`config.mk`:
```
export PLATFORM = sky130hd
export DESIGN_NAME = mem_bus_bridge
export DESIGN_NICKNAME = d
export VERILOG_FILES = /design/src/rtl/mem_bus_bridge_pkg.sv /design/src/rtl/mem_bus_bridge.sv
export SDC_FILE = /design/constraint.sdc
export NUM_CORES = 1
export LEC_CHECK = 0
export CORE_MARGIN = 3
export CORE_UTILIZATION = 32
export DETAILED_ROUTE_END_ITERATION = 10
export GPL_TIMING_DRIVEN = 0
export MAX_ROUTING_LAYER = met4
export PLACE_DENSITY = 0.82
export SLEW_MARGIN = 20
export SYNTH_ARGS = -nofsm -noshare
export SYNTH_HDL_FRONTEND = slang
export SYNTH_SLANG_ARGS = --single-unit
export TNS_END_PERCENT = 30
```
`constraint.sdc`:
```
create_clock -name clk -period 2.2 [get_ports clk]
set_clock_uncertainty 0.05 [all_clocks]
set_input_delay 0.66 -clock clk [delete_from_list [all_inputs] [get_ports clk]]
set_output_delay 0.66 -clock clk [all_outputs]
set_load 0.005 [all_outputs]
```
`src/rtl/mem_bus_bridge_pkg.sv`:
```
// mem_bus_bridge_pkg: shared bus widths, FSM state encodings and address helper
// for the MEM-stage data bus bridge.
package mem_bus_bridge_pkg;

    localparam int BUS_AW  = 32;
    localparam int BUS_DW  = 32;
    localparam int BUS_BEW = 4;

    // Bridge FSM encodings (3-bit, kept as plain constants for legacy tools)
    localparam logic [2:0] MBR_IDLE  = 3'd0;
    localparam logic [2:0] MBR_REQ   = 3'd1;
    localparam logic [2:0] MBR_WAIT  = 3'd2;
    localparam logic [2:0] MBR_DONE  = 3'd3;
    localparam logic [2:0] MBR_DRAIN = 3'd4;

    // Word-align a byte address; lane selection travels separately on the byte enables
    function automatic logic [BUS_AW-1:0] word_addr(input logic [BUS_AW-1:0] byte_addr);
        return {byte_addr[BUS_AW-1:2], 2'b00};
    endfunction

endpackage

```
`src/rtl/mem_bus_bridge.sv`:
```
// mem_bus_bridge: converts the MEM stage's single-cycle request into a
// valid/grant request plus in-order response transaction, stalls the pipeline
// until the access completes and absorbs responses of flushed instructions.
// Optional features:
//   MEM_BRIDGE_POSTED_WR_EN - stores complete at grant; the ack is tracked by posted_pend.
//   MEM_BRIDGE_TIMEOUT_EN   - response watchdog with sticky bus_err_o.
module mem_bus_bridge
    import mem_bus_bridge_pkg::*;
#(
    parameter int TIMEOUT_CYCLES = 255
) (
    input  logic                clk,
    input  logic                rst,
    input  logic                mem_ce_i,
    input  logic                mem_we_i,
    input  logic [BUS_AW-1:0]   mem_addr_i,
    input  logic [BUS_BEW-1:0]  mem_sel_i,
    input  logic [BUS_DW-1:0]   mem_wdata_i,
    output logic [BUS_DW-1:0]   mem_rdata_o,
    input  logic                wb_stall_i,
    input  logic                flush_i,
    output logic                stallreq_o,
    output logic                bus_req_o,
    input  logic                bus_gnt_i,
    output logic                bus_we_o,
    output logic [BUS_AW-1:0]   bus_addr_o,
    output logic [BUS_BEW-1:0]  bus_be_o,
    output logic [BUS_DW-1:0]   bus_wdata_o,
    input  logic                bus_rvalid_i,
    input  logic [BUS_DW-1:0]   bus_rdata_i,
    output logic                bus_err_o
);

`ifdef MEM_BRIDGE_POSTED_WR_EN
    localparam logic POSTED_EN = 1'b1;
`else
    localparam logic POSTED_EN = 1'b0;
`endif

    logic [2:0]        state_q, state_d;
    logic [BUS_DW-1:0] data_q, data_d;
    logic              posted_pend_q, posted_pend_d;
    logic              bus_req_s;
    logic              stallreq_s;
    logic [BUS_DW-1:0] rdata_s;
    logic              posted_store_s;
    logic              tmo_hit_s;

    // A store that may retire at grant instead of waiting for its ack
    assign posted_store_s = POSTED_EN & mem_we_i;

`ifdef MEM_BRIDGE_TIMEOUT_EN
    localparam logic [31:0] TMO_LAST = 32'(TIMEOUT_CYCLES - 1);

    logic [31:0] tmo_cnt_q, tmo_cnt_d;
    logic        bus_err_q, bus_err_d;
    logic        busy_s;

    assign busy_s    = (state_q == MBR_WAIT) | (state_q == MBR_DRAIN);
    assign tmo_hit_s = busy_s & ~bus_rvalid_i & (tmo_cnt_q == TMO_LAST);

    // Watchdog: count response-wait cycles, flag a sticky error on expiry
    always_comb begin
        bus_err_d = bus_err_q | tmo_hit_s;
        if (busy_s & ~bus_rvalid_i & ~tmo_hit_s) begin
            tmo_cnt_d = tmo_cnt_q + 32'd1;
        end else begin
            tmo_cnt_d = 32'd0;
        end
    end

    // Watchdog state registers
    always_ff @(posedge clk) begin
        if (rst) begin
            tmo_cnt_q <= 32'd0;
            bus_err_q <= 1'b0;
        end else begin
            tmo_cnt_q <= tmo_cnt_d;
            bus_err_q <= bus_err_d;
        end
    end

    assign bus_err_o = bus_err_q;
`else
    assign tmo_hit_s = 1'b0;
    assign bus_err_o = 1'b0;
`endif

    // Bridge FSM: next state, request/stall generation and read-data return
    always_comb begin
        state_d       = state_q;
        data_d        = data_q;
        posted_pend_d = posted_pend_q;
        bus_req_s     = 1'b0;
        stallreq_s    = 1'b0;
        rdata_s       = data_q;

        // A posted store's ack may arrive in any state
        if (posted_pend_q & bus_rvalid_i) begin
            posted_pend_d = 1'b0;
        end else begin
            posted_pend_d = posted_pend_q;
        end

        case (state_q)
            MBR_IDLE: begin
                bus_req_s = mem_ce_i & ~flush_i & ~posted_pend_q;
                if (bus_req_s & bus_gnt_i & posted_store_s) begin
                    posted_pend_d = 1'b1;
                    stallreq_s    = 1'b0;
                end else if (bus_req_s & bus_gnt_i) begin
                    state_d    = MBR_WAIT;
                    stallreq_s = 1'b1;
                end else if (bus_req_s) begin
                    state_d    = MBR_REQ;
                    stallreq_s = 1'b1;
                end else begin
                    stallreq_s = mem_ce_i & ~flush_i;
                end
            end
            MBR_REQ: begin
                bus_req_s = 1'b1;
                if (bus_gnt_i & posted_store_s) begin
                    posted_pend_d = 1'b1;
                    state_d       = MBR_IDLE;
                    stallreq_s    = 1'b0;
                end else if (bus_gnt_i & flush_i) begin
                    // Accepted but flushed: the response belongs to nobody
                    state_d    = MBR_DRAIN;
                    stallreq_s = 1'b1;
                end else if (bus_gnt_i) begin
                    state_d    = MBR_WAIT;
                    stallreq_s = 1'b1;
                end else if (flush_i) begin
                    state_d    = MBR_IDLE;
                    stallreq_s = 1'b1;
                end else begin
                    stallreq_s = 1'b1;
                end
            end
            MBR_WAIT: begin
                if (bus_rvalid_i | tmo_hit_s) begin
                    rdata_s    = bus_rvalid_i ? bus_rdata_i : {BUS_DW{1'b0}};
                    stallreq_s = 1'b0;
                    if (wb_stall_i & ~flush_i) begin
                        // MEM/WB frozen: hold the word so MEM sees it until it advances
                        state_d = MBR_DONE;
                        data_d  = rdata_s;
                    end else begin
                        state_d = MBR_IDLE;
                    end
                end else if (flush_i) begin
                    state_d    = MBR_DRAIN;
                    stallreq_s = 1'b1;
                end else begin
                    stallreq_s = 1'b1;
                end
            end
            MBR_DONE: begin
                if (~wb_stall_i | flush_i) begin
                    state_d = MBR_IDLE;
                end else begin
                    state_d = MBR_DONE;
                end
            end
            MBR_DRAIN: begin
                stallreq_s = mem_ce_i;
                if (bus_rvalid_i | tmo_hit_s) begin
                    state_d = MBR_IDLE;
                end else begin
                    state_d = MBR_DRAIN;
                end
            end
            default: begin
                state_d = MBR_IDLE;
            end
        endcase
    end

    // Bridge state registers
    always_ff @(posedge clk) begin
        if (rst) begin
            state_q       <= MBR_IDLE;
            data_q        <= {BUS_DW{1'b0}};
            posted_pend_q <= 1'b0;
        end else begin
            state_q       <= state_d;
            data_q        <= data_d;
            posted_pend_q <= posted_pend_d;
        end
    end

    // MEM is frozen while stalled, so pass-through bus fields stay stable
    assign bus_req_o   = bus_req_s;
    assign bus_we_o    = mem_we_i;
    assign bus_addr_o  = word_addr(mem_addr_i);
    assign bus_be_o    = mem_sel_i;
    assign bus_wdata_o = mem_wdata_i;
    assign stallreq_o  = stallreq_s;
    assign mem_rdata_o = rdata_s;

endmodule
```
==> flow_metrics.tcl <==
set metrics [dict create \
    cts_tree "built" \
    reg2reg_to "data_q[6]" \
    pwr-share-comb_pct 32.0 \
    fin_crit_sh_pct 109 \
    post_drt_wl_per_cell_um 15.1 \
    coreArea_sq_mm 0.00706 \
    antenna_found_initial 0 \
    cap_violations 0 \
    overflow 0 \
    rsz0062_at_grt "yes" \
    min_period_ns 2.40 \
    r2r_slack_ns 0.69 \
    hp-start "data_q[31]" \
    wirelength_mm 8.25 \
    syn_area_per_cell_sq_um 8.25 \
    fmaxAchievable_mhz 416 \
    initial_utilization_pct 34.1 \
    ys_seq_area_share_pct 29.1 \
    place_hpwl_mm 5.93 \
    ir_drop_uv 192 \
    arrival_ns 1.69 \
    r2r-start "state_q[2]" \
    drive_gt1_share_pct 38.6 \
    critPathMaxStageDelay_ns 0.29 \
    synth-seq-cells 35 \
    path_cells "buf_8 > nand2b_4 > nor2_4 > buf_12 > buf_8 > buf_6 > mux2_4 > buf_6" \
    path_class "in -> out" \
    numCtsBuffers 5 \
    p_leak_uw 0.00178 \
    die_height_um 92.8 \
    syn_area_sq_mm 0.00241 \
    clkSinkCount 35 \
    die_x_um 92.8 \
    power_frac_seq_pct 39.7 \
    n_antenna_cell 0 \
    endpoint_kind "output pin" \
    p_switching_uw 424 \
    setup_viol_count_final 33 \
    r2r_cells 4 \
    hold_path_end "data_q[31]" \
    p_sw_share_pct 26.0 \
    cts_root_buf "clkbuf_8" \
    rows 30 \
    power_density_mw_per_mm2 377 \
    fin_cells 547 \
    first_pass_iters 4 \
    cts_hold_buf 0 \
    ant_nets 0 \
    setup_ws_ns -0.202 \
    die_area_sq_mm 0.00860 \
    crit_fanout 6 \
    status "finished with violations" \
    route.detailed.drc 0 \
    grt_use_total_pct 18.7 \
    cp.required_ns 1.49 \
    finalMaxSlewViolations 0 \
    portBuffers 138 \
    hold_path_class "reg -> reg" \
    yosysWarnings 0 \
    start_kind "input port" \
    ios 212 \
    grt_max_degree 11 \
    grt_pass1_vias 2643 \
    htree_levels 2 \
    finalNetCount 558 \
    clk_path_buf_depth 2 \
    grt_pass1_wl_mm 12.9 \
    p_int_uw 1200 \
    post-place-cells 528 \
    path_clk_slew_ns 0.07 \
    vias 2637 \
    globalplace.congestion 0.742 \
    power_frac_clock_pct 28.3 \
    utilization_pct 61.2 \
    area_growth_pct 79.2 \
    whs_path_depth 2 \
    drt_iter0_drc 100 \
    cp_slowest_cell "mux2_4" \
    syn_inst 292 \
    hold_viol_final 0 \
    viasPerCell 4.82 \
    fillerInstances 617 \
    pre_cts_ws_ns -1.36 \
    violations "negative setup slack" \
    ys_types 33 \
    clkLatencyLatePin_ns 0.28 \
]
[power groups by stage]
stage / clock [uW] / sequential, uW / combinational [uW]
floorplan: 0 / 658 / 210
global placement: 0 / 659 / 473
detailed placement: 0 / 659 / 480
CTS: 473 / 646 / 527
global route: 510 / 648 / 557
finish: 460 / 647 / 520
[critical path: cells and delay by family]
kind / cells / cell delay [ns]
buffers and inverters: 5 / 0.55
and+or+nand+nor: 2 / 0.17
muxes: 1 / 0.29
[how the worst max path moves through the flow]
stage,from,end,slack [ns],cells past startpoint
2_1_floorplan,bus_rvalid_i,mem_rdata_o[10],0.005,4
3_3_place_gp,bus_rvalid_i,mem_rdata_o[9],-1.36,6
3_5_place_dp,bus_rvalid_i,mem_rdata_o[9],-1.36,6
4_1_cts,bus_rvalid_i,mem_rdata_o[30],-0.23,8
5_1_grt,state_q[2],mem_rdata_o[22],-0.26,7
6_report,bus_rvalid_i,mem_rdata_o[22],-0.20,8
[layer usage]
metal  GRT usage (%)  up-vias  routed length (um)
met5               -        -                   0
met4            3.42        0                  42
met3            4.47        4                 748
met2            32.4      143                4250
met1            22.4     1219                3210
li1                -     1271                   -
[registers in the layout, summed over array words and instances (netlist names)]
register	cells
state_q	3
data_q	32
[cells in the mapped netlist]
library cell | n | area [sq um]
nand2b_1 | 3 | 18.8
o22ai_1 | 2 | 12.5
nor2b_1 | 2 | 12.5
buf_2 | 8 | 40.0
nor2_2 | 1 | 6.26
nor2_1 | 3 | 11.3
nand2_1 | 2 | 7.51
nor3_1 | 3 | 15.0
or3b_1 | 1 | 8.76
dfxtp_1 | 35 | 701
a2bb2oi_1 | 1 | 8.76
o41ai_1 | 1 | 8.76
nand4b_1 | 1 | 8.76
o2111a_1 | 1 | 11.3
o32ai_1 | 1 | 8.76
nand3b_1 | 1 | 7.51
clkbuf_1 | 13 | 48.8
mux2_1 | 10 | 113
o22a_1 | 1 | 8.76
o21a_1 | 1 | 7.51
mux2_2 | 22 | 248
conb_1 | 1 | 3.75
o21ai_0 | 28 | 140
o21ai_1 | 5 | 25.0
nand4bb_1 | 1 | 11.3
nor4bb_1 | 1 | 10.0
a21oi_1 | 33 | 165
inv_1 | 1 | 3.75
or4_1 | 1 | 7.51
nand3_1 | 32 | 160
nor3b_1 | 2 | 15.0
nor4_1 | 1 | 6.26
buf_4 | 73 | 548
[stage by stage]
step           hold WS, ns  instance area [sq um]  power (uW)  setup TNS, ns
6_report             0.427                   4320        1630          -4.28
4_1_cts              0.427                   4360        1650          -6.08
5_1_grt              0.457                   4320        1710          -6.30
2_1_floorplan        0.399                   2420         868              0
3_3_place_gp         0.406                   3920        1130         -47.51
3_5_place_dp         0.415                   3920        1140         -49.12
[layout make-up]
| type | instances | area, sq um | share of cell area (%) |
|---|---|---|---|
| inverters | 1 | 3.75 | 0.0870 |
| multi-input cells | 164 | 1220 | 28.2 |
| plain buffers | 94 | 666 | 15.4 |
| well taps | 96 | 120 | 2.78 |
| flip-flops and latches | 35 | 704 | 16.3 |
| clock inverters | 1 | 5.00 | 0.116 |
| clock buffers | 7 | 76.3 | 1.77 |
| repair buffers | 149 | 1520 | 35.3 |
[cell usage in the layout, fill, tap and decap left out, drive strengths merged, types with 2 or more instances in the layout]
| master | instances |
|---|---|
| conb | 3 |
| nand2b | 3 |
| nor2b | 2 |
| nor3 | 3 |
| o21ai | 33 |
| clkbuf | 23 |
| buf | 124 |
| nor2 | 4 |
| nor3b | 2 |
| dfxtp | 35 |
| a21oi | 33 |
| nand2 | 2 |
| clkdlybuf4s50 | 101 |
| mux2 | 32 |
| o22ai | 2 |
| nand3 | 32 |
[cell families after synthesis]
group	count (synthesis)	synth area share [%]
simple gates	55	12.7
buf+inv	95	26.6
other cells	1	0.156
mux	32	15.0
flops	35	29.1
compound gates	74	16.5
[timing repair]
| item | CTS | global route |
|---|---|---|
| gates cloned | 3 | 0 |
| pin swaps | 1 | 1 |
| resized for setup | 215 | 12 |
| setup endpoints to repair | 34 | 34 |
| hold endpoints to repair | 0 | 0 |
| setup buffers | 9 | 1 |
Note: power is estimated with default switching activity, not from simulation.
